==> config.mk <==
export PLATFORM = sky130hd
export DESIGN_NAME = amp_meter_nch
export DESIGN_NICKNAME = d
export VERILOG_FILES = /design/src/rtl/amp_meter_pkg.sv /design/src/rtl/amp_meter_nch_log_therm.sv /design/src/rtl/amp_meter_nch.sv
export SDC_FILE = /design/constraint.sdc
export NUM_CORES = 1
export LEC_CHECK = 0
export BUFFER_PORTS_ARGS = -buffer_cell sky130_fd_sc_hd__buf_2
export CAP_MARGIN = 20
export CORE_ASPECT_RATIO = 0.75
export CORE_MARGIN = 4
export CORE_UTILIZATION = 35
export DETAILED_ROUTE_END_ITERATION = 6
export HOLD_SLACK_MARGIN = 0.08
export PLACE_DENSITY = 0.56
export SETUP_SLACK_MARGIN = 0.1
export SLEW_MARGIN = 20
export SYNTH_ARGS = -nofsm -noshare
export SYNTH_HDL_FRONTEND = slang
export SYNTH_SLANG_ARGS = --single-unit
==> constraint.sdc <==
create_clock -name clk -period 5.9 [get_ports clk]
set_clock_uncertainty 0.1 [all_clocks]
set_input_delay 0.295 -clock clk [delete_from_list [all_inputs] [get_ports clk]]
set_output_delay 0.295 -clock clk [all_outputs]
set_load 0.02 [all_outputs]
==> src/rtl/amp_meter_pkg.sv <==
// Shared types, default sizing and threshold helper for the N-channel amplitude meter.
package amp_meter_pkg;

  localparam int DEF_NCH     = 2;
  localparam int DEF_AUD_W   = 16;
  localparam int DEF_LOG2L   = 3;
  localparam int DEF_THERM_W = 9;
  localparam int DEF_DECAY   = 64;

  typedef enum logic [1:0] {
    ST_IDLE,
    ST_ACCUM,
    ST_UPDATE
  } state_t;

  // Thermometer bit k lights at 2^(AUD_W-1-THERM_W+k): one bar segment per octave.
  function automatic logic [63:0] thresh(input int aud_w, input int therm_w, input int k);
    return 64'd1 << (aud_w - 1 - therm_w + k);
  endfunction

endpackage

==> src/rtl/amp_meter_nch_log_therm.sv <==
// Log-scale thermometer encoder: average magnitude to a THERM_W-bit bar code.
module log_therm
  import amp_meter_pkg::*;
#(
  parameter int AUD_W   = DEF_AUD_W,
  parameter int THERM_W = DEF_THERM_W
) (
  input  logic [AUD_W-2:0]   avg,
  output logic [THERM_W-1:0] therm
);

  for (genvar k = 0; k < THERM_W; k++) begin : g_bit
    localparam logic [63:0] TH = thresh(AUD_W, THERM_W, k);
    assign therm[k] = (64'(avg) >= TH);
  end

endmodule

==> src/rtl/amp_meter_nch.sv <==
// N-channel amplitude meter: one abs/average/thermometer datapath time-shared
// across channels per frame, with optional peak-hold display and decay.
module amp_meter_nch
  import amp_meter_pkg::*;
#(
  parameter int NCH     = DEF_NCH,
  parameter int AUD_W   = DEF_AUD_W,
  parameter int LOG2L   = DEF_LOG2L,
  parameter int THERM_W = DEF_THERM_W,
  parameter int DECAY   = DEF_DECAY
) (
  input  logic                   clk,
  input  logic                   rst_n,
  input  logic                   aud_vld,
  input  logic [NCH*AUD_W-1:0]   aud,
  input  logic                   peak_mode,
  output logic [NCH*THERM_W-1:0] amp,
  output logic                   busy,
  output logic                   done,
  output logic                   ovr
);

  localparam int MAG_W  = AUD_W - 1;
  localparam int ACC_W  = MAG_W + LOG2L;
  localparam int PROD_W = ACC_W + LOG2L;
  localparam int IDX_W  = (NCH > 1) ? $clog2(NCH) : 1;
  localparam int CNT_W  = (DECAY > 1) ? $clog2(DECAY) : 1;

  localparam logic [IDX_W-1:0]  LAST_IDX = IDX_W'(NCH - 1);
  localparam logic [CNT_W-1:0]  CNT_MAX  = CNT_W'(DECAY - 1);
  localparam logic [PROD_W-1:0] KEEP     = PROD_W'((1 << LOG2L) - 1);

  state_t                         state;
  logic [IDX_W-1:0]               idx;
  logic [NCH-1:0][AUD_W-1:0]      aud_q;
  logic                           peak_q;
  logic [NCH-1:0][ACC_W-1:0]      acc_q;
  logic [NCH-1:0][THERM_W-1:0]    amp_q;
  logic [NCH-1:0][CNT_W-1:0]      cnt_q;

  logic [AUD_W-1:0]   sample;
  logic [AUD_W-1:0]   neg;
  logic [MAG_W-1:0]   mag;
  logic [ACC_W-1:0]   acc_cur;
  logic [ACC_W-1:0]   acc_next;
  logic [PROD_W-1:0]  prod;
  logic [MAG_W-1:0]   avg;
  logic [THERM_W-1:0] therm;
  logic [THERM_W-1:0] amp_cur;
  logic [THERM_W-1:0] amp_next;
  logic [CNT_W-1:0]   cnt_cur;
  logic [CNT_W-1:0]   cnt_next;
  logic               tick;
  logic [NCH-1:0]     acc_en;
  logic [NCH-1:0]     amp_en;

  // NOTE: every branch below assigns every output, so this stays combinational with no latch.
  always_comb begin
    sample = aud_q[idx];
    neg    = ~sample + AUD_W'(1);
    if (!sample[AUD_W-1])    mag = sample[MAG_W-1:0];
    else if (neg[AUD_W-1])   mag = '1;  // most-negative sample saturates to full scale
    else                     mag = neg[MAG_W-1:0];

    acc_cur  = acc_q[idx];
    prod     = PROD_W'(acc_cur) * KEEP;
    acc_next = ACC_W'(prod >> LOG2L) + ACC_W'(mag);
    avg      = acc_cur[ACC_W-1:LOG2L];

    cnt_cur  = cnt_q[idx];
    tick     = (cnt_cur == CNT_MAX);
    cnt_next = tick ? '0 : cnt_cur + CNT_W'(1);
    amp_cur  = amp_q[idx];
    amp_next = peak_q ? ((tick ? (amp_cur >> 1) : amp_cur) | therm) : therm;

    acc_en = '0;
    amp_en = '0;
    for (int c = 0; c < NCH; c++) begin
      acc_en[c] = (state == ST_ACCUM)  && (idx == IDX_W'(c));
      amp_en[c] = (state == ST_UPDATE) && (idx == IDX_W'(c));
    end
  end

  log_therm #(
    .AUD_W  (AUD_W),
    .THERM_W(THERM_W)
  ) u_therm (
    .avg  (avg),
    .therm(therm)
  );

  // NOTE: the per-channel arrays are true state (averages, displayed codes, decay phase),
  // so they take the async reset rather than being left as uninitialised storage.
  always_ff @(posedge clk or negedge rst_n) begin
    if (!rst_n) begin
      acc_q <= '0;
      amp_q <= '0;
      cnt_q <= '0;
    end else begin
      for (int c = 0; c < NCH; c++) begin
        if (acc_en[c]) acc_q[c] <= acc_next;
        if (amp_en[c]) begin
          amp_q[c] <= amp_next;
          cnt_q[c] <= cnt_next;
        end
      end
    end
  end

  // NOTE: non-blocking assignments throughout, so every register here sees pre-edge values.
  always_ff @(posedge clk or negedge rst_n) begin
    if (!rst_n) begin
      state  <= ST_IDLE;
      idx    <= '0;
      aud_q  <= '0;
      peak_q <= 1'b0;
      busy   <= 1'b0;
      done   <= 1'b0;
      ovr    <= 1'b0;
    end else begin
      done <= 1'b0;
      ovr  <= aud_vld && (state != ST_IDLE);
      unique case (state)
        ST_IDLE: begin
          if (aud_vld) begin
            aud_q  <= aud;
            peak_q <= peak_mode;
            idx    <= '0;
            state  <= ST_ACCUM;
            busy   <= 1'b1;
          end
        end
        ST_ACCUM: state <= ST_UPDATE;
        ST_UPDATE: begin
          if (idx == LAST_IDX) begin
            state <= ST_IDLE;
            busy  <= 1'b0;
            done  <= 1'b1;
          end else begin
            idx   <= idx + IDX_W'(1);
            state <= ST_ACCUM;
          end
        end
        default: state <= ST_IDLE;
      endcase
    end
  end

  assign amp = amp_q;

endmodule

**Word level (Yosys, flattened, before mapping)**

Cells that the tools add are included.

- Output and inout bits: 21
- Flip-flop bits (word level): 105
- Logic and storage cells: 72

- Equal/unequal tests: 5
- Reductions and logical operators: 11
- Bitwise operators: 3
- Magnitude comparators: 10
- Add/sub/neg operators: 4
- Muxes and demuxes: 24
- Multipliers: 1

Operators with widths:

| kind | number |
|---|---|
| $mux W18 | 2 |
| $mux W9 | 4 |
| $mux W16 | 2 |
| $mux W15 | 2 |
| $mul A18 B3 Y21 const B | 1 |
| $add A18 B15 Y18 | 1 |
| $mux W6 | 3 |
| $add A16 B1 Y16 const B | 1 |
| $not A16 Y16 | 1 |
| $ge A15 B10 Y1 const B | 1 |
| $ge A15 B11 Y1 const B | 1 |
| $ge A15 B12 Y1 const B | 1 |
| $ge A15 B13 Y1 const B | 1 |
| $ge A15 B14 Y1 const B | 1 |
| $ge A15 B15 Y1 const B | 1 |
| $ge A15 B7 Y1 const B | 1 |
| $ge A15 B8 Y1 const B | 1 |
| $ge A15 B9 Y1 const B | 1 |
| $or A9 B9 Y9 | 1 |
| $mux W1 | 7 |
| $add A6 B1 Y6 const B | 1 |
| $eq A6 B6 Y1 const B | 1 |
| $pmux W2 S3 | 1 |
| $logic_and A1 B1 Y1 | 5 |
| 12 further kinds | 16 |

**Longest topological paths before layout**

Gate-level depths: netlist of run 1.

- Depth in word-level cells: 7
- Mapped depth: 25
- Mapped depth without buffers: 19

**Cells and area by module**

A second synthesis of run 1 with hierarchy kept.

- Cells, all modules: 713
- Area total of the unflattened synthesis: 7,120.6 µm²

By module, submodules not included:

| module | area each (µm²) | cells each | sequential area each (µm²) | instances |
|---|---|---|---|---|
| amp_meter_nch | 7,041.8 | 700 | 2,627.5 | 1 |
| log_therm | 78.8 | 13 | 0.0 | 1 |

**Worst setup path after synthesis of run 1**

OpenSTA, ideal clock, no wires.

- Path kind: reg-to-reg
- Start: register idx
- End: register acc_q[17] (netlist bit)
- Arrival time: 5,649 ps
- Stages on the path, launching flop included: 26
- Required time: 5,675 ps
- Library setup time: 125 ps
- Setup slack: 26 ps
- Period minus slack after synthesis: 5,874 ps
- Cell sequence: dfrtp_1 > buf_2 > buf_4 > buf_2 > buf_2 > buf_2 > buf_2 > mux2_2 > fa_1 > and2_1 > fa_1 > nand3_1 > a211oi_1 > or3_1 > a21oi_1 > o21ai_0 > a31oi_1 > xnor2_1 > ha_1 > nand2_1 > o21ai_0 > or2_2 > a31oi_1 > o31ai_1 > a311o_1 > nand3_1

- Word-level cells in the longest chain between the ends: 7
- Elaborated cells between the ends (all ways): 12
- Classes of those cells: add/sub: 2; mul: 1; mux: 6; bitwise: 2; reduce/logical: 1

RTL lines:

| what | line | text |
|---|---|---|
| start: declaration | amp_meter_nch.sv:34 | `logic [IDX_W-1:0] idx;` |
| start signal: assignment | amp_meter_nch.sv:140 | `idx <= idx + IDX_W'(1);` |
| parallel branches: the longest is 7 deep, another holds $mul A18 B3 Y21 | n/a |  |
| end signal: indexed assignment | amp_meter_nch.sv:101 | `if (acc_en[c]) acc_q[c] <= acc_next;` |
| end: declaration | amp_meter_nch.sv:37 | `logic [NCH-1:0][ACC_W-1:0] acc_q;` |

Parallel ways; which one is timed is not known. The select of a mux whose other input is x is not followed.
A chain may end at the register's enable or synchronous reset.

**Worst setup path in the final report of run 1**

Ends and elaborated chain as after synthesis.

==> results of run 1 <==
[per-stage QoR]
stage / instances / setup WS (ps) / util
after floorplan: 795 / 118 / -
after global placement: 1119 / 622 / 0.385
after detailed placement: 1119 / 445 / 0.385
after CTS: 1162 / 435 / 0.412
after global routing: 1169 / 166 / 0.415
final: 1169 / 537 / 0.415
[worst reg2reg max path: stages, from the launching register on]
cell	delay, ps
dfrtp_4	550
buf_4	170
mux2_2	430
fa_1	500
ha_1	380
nand2_1	80
o21ai_0	340
o21ai_0	210
a21oi_1	360
o21ai_0	180
xnor2_1	150
ha_1	350
a21oi_1	190
o21ai_0	140
or2_2	320
a31oi_2	240
o31ai_4	160
a311o_1	370
nand3_1	70
[how the worst max path moves through the flow]
stage                     start   endpoint  slack, ps  cells after the start
after floorplan             idx  acc_q[17]        120                     25
after global placement      idx  acc_q[35]        620                     19
after detailed placement    idx  acc_q[17]        450                     19
after CTS                   idx  acc_q[17]        440                     19
after global routing        idx  acc_q[33]        170                     19
final                       idx  acc_q[17]        540                     18
[final cells by class]
class / instances / area (sq um)
repair buffers: 100 / 691
fillers: 2113 / 12400
clock buffers: 10 / 229
multi-input cells: 628 / 4730
flip-flops and latches: 105 / 2630
clock inverters: 6 / 61.3
well taps: 288 / 360
inverters: 32 / 120
[cells by family (layout without fill, tap and decap cells)]
logic type,count (synthesis),after routing,share of synthesized area
fa+ha+maj,79,79,0.149
simple gates,223,223,0.134
buf+inv,62,148,0.0330
xor+xnor,38,38,0.0439
compound gates,199,199,0.157
mux,89,89,0.136
flops,105,105,0.347
[cell usage after synthesis, types with 4 or more instances]
master | number | share of area
inv_1 | 32 | 0.016
or3_1 | 7 | 0.0058
a21o_1 | 9 | 0.0089
a211oi_1 | 9 | 0.0089
nand2_1 | 112 | 0.055
o211ai_1 | 12 | 0.012
mux2i_1 | 29 | 0.038
nand4_1 | 8 | 0.0066
a31oi_1 | 6 | 0.0050
o21ai_0 | 84 | 0.055
ha_1 | 60 | 0.099
and2_1 | 6 | 0.0050
o21bai_1 | 5 | 0.0050
and3_1 | 5 | 0.0041
buf_2 | 11 | 0.0073
xnor2_1 | 24 | 0.028
mux2_2 | 54 | 0.080
nor3b_1 | 4 | 0.0040
xor2_1 | 14 | 0.016
mux4_2 | 6 | 0.018
dfrtp_1 | 105 | 0.35
nor3_1 | 19 | 0.013
nor2_1 | 34 | 0.017
clkbuf_1 | 18 | 0.0089
fa_1 | 19 | 0.050
a311o_1 | 4 | 0.0053
nand3_1 | 11 | 0.0073
nand2b_1 | 4 | 0.0033
a21oi_1 | 47 | 0.031
[registers in the layout, indices dropped and copies added (netlist names)]
name,flops
acc_q,36
amp,18
aud_q,32
busy,1
cnt_q,12
done,1
idx,1
ovr,1
peak_q,1
state,2
[metal layers]
layer | wire [microns] | part of all wire | GRT usage | vias up
met5 | 0 | 0 | 0 | -
met3 | 601 | 0.034 | 0.0234 | 7
met2 | 7580 | 0.43 | 0.230 | 87
li1 | - | - | - | 2993
met4 | 70 | 0.0040 | 0.0206 | 0
met1 | 9470 | 0.53 | 0.236 | 2842
[what timing repair did]
action / CTS / global route
gates resized for setup: 0 / 2
hold endpoints to repair: 94 / 4
buffers inserted: 0 / 3
hold buffers: 27 / 4
endpoints found under the setup margin: 0 / 4
==> impl_metrics.ini, run 1 <==
[outcome]
status = finished, final reports clean

[cts]
cts_buffers = 9
cts_buffer_depth = 2
clkLatencyLatePin_ps = 350
h-tree-depth = 3
cts.sinks = 105
clk_pin_slew_worst_paths_ps = 70
cts_tree = built
cts_root_buf = clkbuf_16

[logic_synthesis]
yosysWarnings = 0
synthCells = 795
synth_area_sq_mm = 0.00758
yosys_most_used_dff = dfrtp_1
synth-async-reset-ratio = 1.00
synth_edf_count = 0
synth.distinct_cells = 54
syn_nets = 910
syn_avg_cell_area_sq_um = 9.53
ys_ff_latch = 105
synth-seq-area-share = 0.347

[global_routing]
grt_max_degree = 70
grt_use_total = 0.153
grt_pass1_wl_microns = 29800
grt_antenna_before_repair = 0
grt-ovfl-total = 0
grt_pass1_vias = 5683

[hold_path]
hp-class = in -> reg
hold_depth = 3
hold_path_end = aud_q[29]
worstHoldStart = aud[29]

[setup_path]
path_delay_family = compound AO/OA/AOI/OAI gates
crit_path_frequent_cell = o21ai_0
slowest_stage = dfrtp_4
worstPathArrival_ps = 5550
worstSetupStartpointType = flip-flop
cpPeakStageDelay_ps = 550
rr_startpoint = idx
r2r_slack_ps = 540
cp_cell_sequence = buf_4 > mux2_2 > fa_1 > ha_1 > nand2_1 > o21ai_0 > o21ai_0 > a21oi_1 > o21ai_0 > xnor2_1 > ha_1 > a21oi_1 > o21ai_0 > or2_2 > a31oi_2 > o31ai_4 > a311o_1 > nand3_1
crit_fanout = 13
r2r-end = acc_q[17]
end_kind = flip-flop
reg2reg_depth = 18
path_buf_inv = 1
required_ps = 6080
critical_path_class = reg -> reg

[place]
dpl-instance-area_sq_mm = 0.00818
port_buffers = 56
place_congestion = 0.848
hpwl_microns = 13200

[routing]
drtIter0Drc = 372
wl_per_cell_microns = 15.2
vias = 5929
drt-total-wl_microns = 17700
via_per_inst = 5.07
first_pass_iters = 5
drc = 0
ant_nets = 0

[finish]
areaGrowthSynthToFinish_pct = 16.4
layout_commonest_cell = nand2_1
final_cell_area_sq_mm = 0.00882
nets = 991
final_cell_mix = nand2_1, dfrtp_1, o21ai_0
antennaDiodeCount = 0
drive_gt1_frac = 0.176

[sta]
setup_viol_count_final = 0
hold_violations = 0
rsz0062_at_grt = no
whs_ps = 82.1
relSlewSlack = 0.335
fmax_ghz = 0.186
tightestPinTransition_ps = 995
fin_crit_ps = 5360
drv_slew = 0
finalCritPeriodShare = 0.909
tns_ps = 0

[floorplan]
rows = 46
io-pin-count = 57
core_area_sq_mm = 0.0212
die_area_sq_mm = 0.0241
start_util = 0.357
dieWidth_microns = 178
die_y_microns = 135

[job]
drv_cap = 0
Power of run 1 is left out: the tool's default activity adds up to more than one toggle a clock period on the data nets, which glitch-free logic cannot reach.
==> inputs of run 2 (changes only) <==
--- a/config.mk
+++ b/config.mk
@@ -5,14 +5,14 @@
 export SDC_FILE = /design/constraint.sdc
 export NUM_CORES = 1
 export LEC_CHECK = 0
-export BUFFER_PORTS_ARGS = -buffer_cell sky130_fd_sc_hd__buf_2
 export CAP_MARGIN = 20
 export CORE_ASPECT_RATIO = 0.75
 export CORE_MARGIN = 4
 export CORE_UTILIZATION = 35
 export DETAILED_ROUTE_END_ITERATION = 6
+export DONT_BUFFER_PORTS = 1
 export HOLD_SLACK_MARGIN = 0.08
-export PLACE_DENSITY = 0.56
+export PLACE_DENSITY = 0.54
 export SETUP_SLACK_MARGIN = 0.1
 export SLEW_MARGIN = 20
 export SYNTH_ARGS = -nofsm -noshare
==> run 2 against run 1 <==
Compared with the run above:
- count of clock-buffer cells in the layout grew 2
- hold slack gained 290 ps
- first-iteration DRC count shrank 8.6%
- utilization shrank 1.1 points
- critical path depth grew 1
- routed wire length shrank 0.94%
- global-route usage shrank 0.077 points
- flip-flop and latch count is the same
- fmax grew 0.71%
- sequential share of layout area grew 0.83 points
- final cell count shrank 4.6%
- setup slack gained 38 ps
- critical path type unchanged
==> impl_metrics.ini, run 2 (synthesis results as in run 1) <==
[floorplan]
io-pin-count = 57
die_area_sq_mm = 0.0241
dieWidth_microns = 178
rows = 46
start_util = 0.357
die_y_microns = 135
core_area_sq_mm = 0.0212

[sta]
fin_crit_ps = 5320
tns_ps = 0
tightestPinTransition_ps = 906
relSlewSlack = 0.395
hold_violations = 0
setup_viol_count_final = 0
rsz0062_at_grt = no
finalCritPeriodShare = 0.903
drv_slew = 0
fmax_ghz = 0.188

[cts]
clkLatencyLatePin_ps = 350
cts_root_buf = clkbuf_16
h-tree-depth = 3
cts_buffer_depth = 2
cts_tree = built
cts_buffers = 9
cts.sinks = 105
clk_pin_slew_worst_paths_ps = 70

[setup_path]
crit_fanout = 13
worstPathArrival_ps = 5440
crit_path_frequent_cell = o21ai_0
r2r_slack_ps = 580
slowest_stage = dfrtp_4
end_kind = flip-flop
cpPeakStageDelay_ps = 600
critical_path_class = reg -> reg
required_ps = 6020
path_buf_inv = 1
r2r-end = acc_q[15]
cp_cell_sequence = mux2i_1 > inv_1 > fa_1 > ha_1 > a21oi_1 > nor2_1 > or3_1 > a21oi_1 > o21ai_0 > a31oi_1 > xnor2_1 > ha_1 > nand2_1 > o21ai_0 > or2_2 > a31oi_1 > o31ai_2 > xnor2_1 > o21ai_0
path_delay_family = compound AO/OA/AOI/OAI gates
worstSetupStartpointType = flip-flop
rr_startpoint = idx
reg2reg_depth = 19

[routing]
first_pass_iters = 4
drt-total-wl_microns = 17600
wl_per_cell_microns = 15.7
drc = 0
ant_nets = 0
via_per_inst = 5.14
vias = 5727
drtIter0Drc = 340

[finish]
nets = 937
final_cell_mix = nand2_1, dfrtp_1, o21ai_0
layout_commonest_cell = nand2_1
fillers = 2100
largest_reg_flops = 36
max_flop_register = acc_q
antennaDiodeCount = 0
drive_gt1_frac = 0.115
areaGrowthSynthToFinish_pct = 13.3

[outcome]
status = finished, final reports clean

[hold_path]
hp-class = reg -> reg
hold_path_end = acc_q[28]
worstHoldStart = acc_q[28]
hold_depth = 2

[global_routing]
grt_pass1_vias = 5599
grt_use_total = 0.152
grt-ovfl-total = 0
grt_antenna_before_repair = 0
grt_pass1_wl_microns = 29500
grt_max_degree = 106

[job]
drv_cap = 0

[place]
hpwl_microns = 13100
place_congestion = 0.859
port_buffers = 0
[run 2: metrics by stage]
stage	cells	hold slack, ps	worst slack, ps	util	cell area, sq um
2_1_floorplan	795	-101	118	-	7580
3_3_place_gp	1062	-97.5	604	0.371	7890
3_5_place_dp	1062	-97.3	456	0.371	7890
4_1_cts	1114	384	418	0.403	8560
5_1_grt	1115	417	140	0.404	8580
6_report	1115	376	575	0.404	8580
[run 2: repair_timing]
action                     4_1_cts  5_1_grt
buffers inserted                 0        1
hold buffers                    36        0
setup endpoints to repair        0       16
gates resized for setup          0        1
hold endpoints to repair       140        0
[run 2: worst max path at each step]
stage	cells after the start	startpoint	slack, ps	to
floorplan	25	idx	120	acc_q[17]
global placement	19	idx	600	acc_q[33]
detailed placement	19	idx	460	acc_q[15]
CTS	19	idx	420	acc_q[15]
global route	19	idx	140	acc_q[35]
finish	19	idx	580	acc_q[15]
[run 2: tightest hold or removal path, stage by stage, from the launching register on]
cell and delay, ps:
dfrtp_1 340, nand2_1 40, o21ai_0 60
[run 2: final cells by class]
cell class | count | area (sq um) | area share
Multi-Input combinational cell | 628 | 4710 | 0.548
Sequential cell | 105 | 2630 | 0.307
Timing Repair Buffer | 46 | 464 | 0.0541
Tap cell | 288 | 360 | 0.0420
Clock buffer | 12 | 246 | 0.0287
Inverter | 32 | 120 | 0.0140
Clock inverter | 4 | 52.6 | 0.00612
[run 2: metal layers]
layer  global-route usage  wire length (microns)
met1                0.229                   9240
met2                0.227                   7360
met3               0.0338                    810
met4               0.0232                    141
met5                    0                      0
Power of run 2 is left out for the same reason.
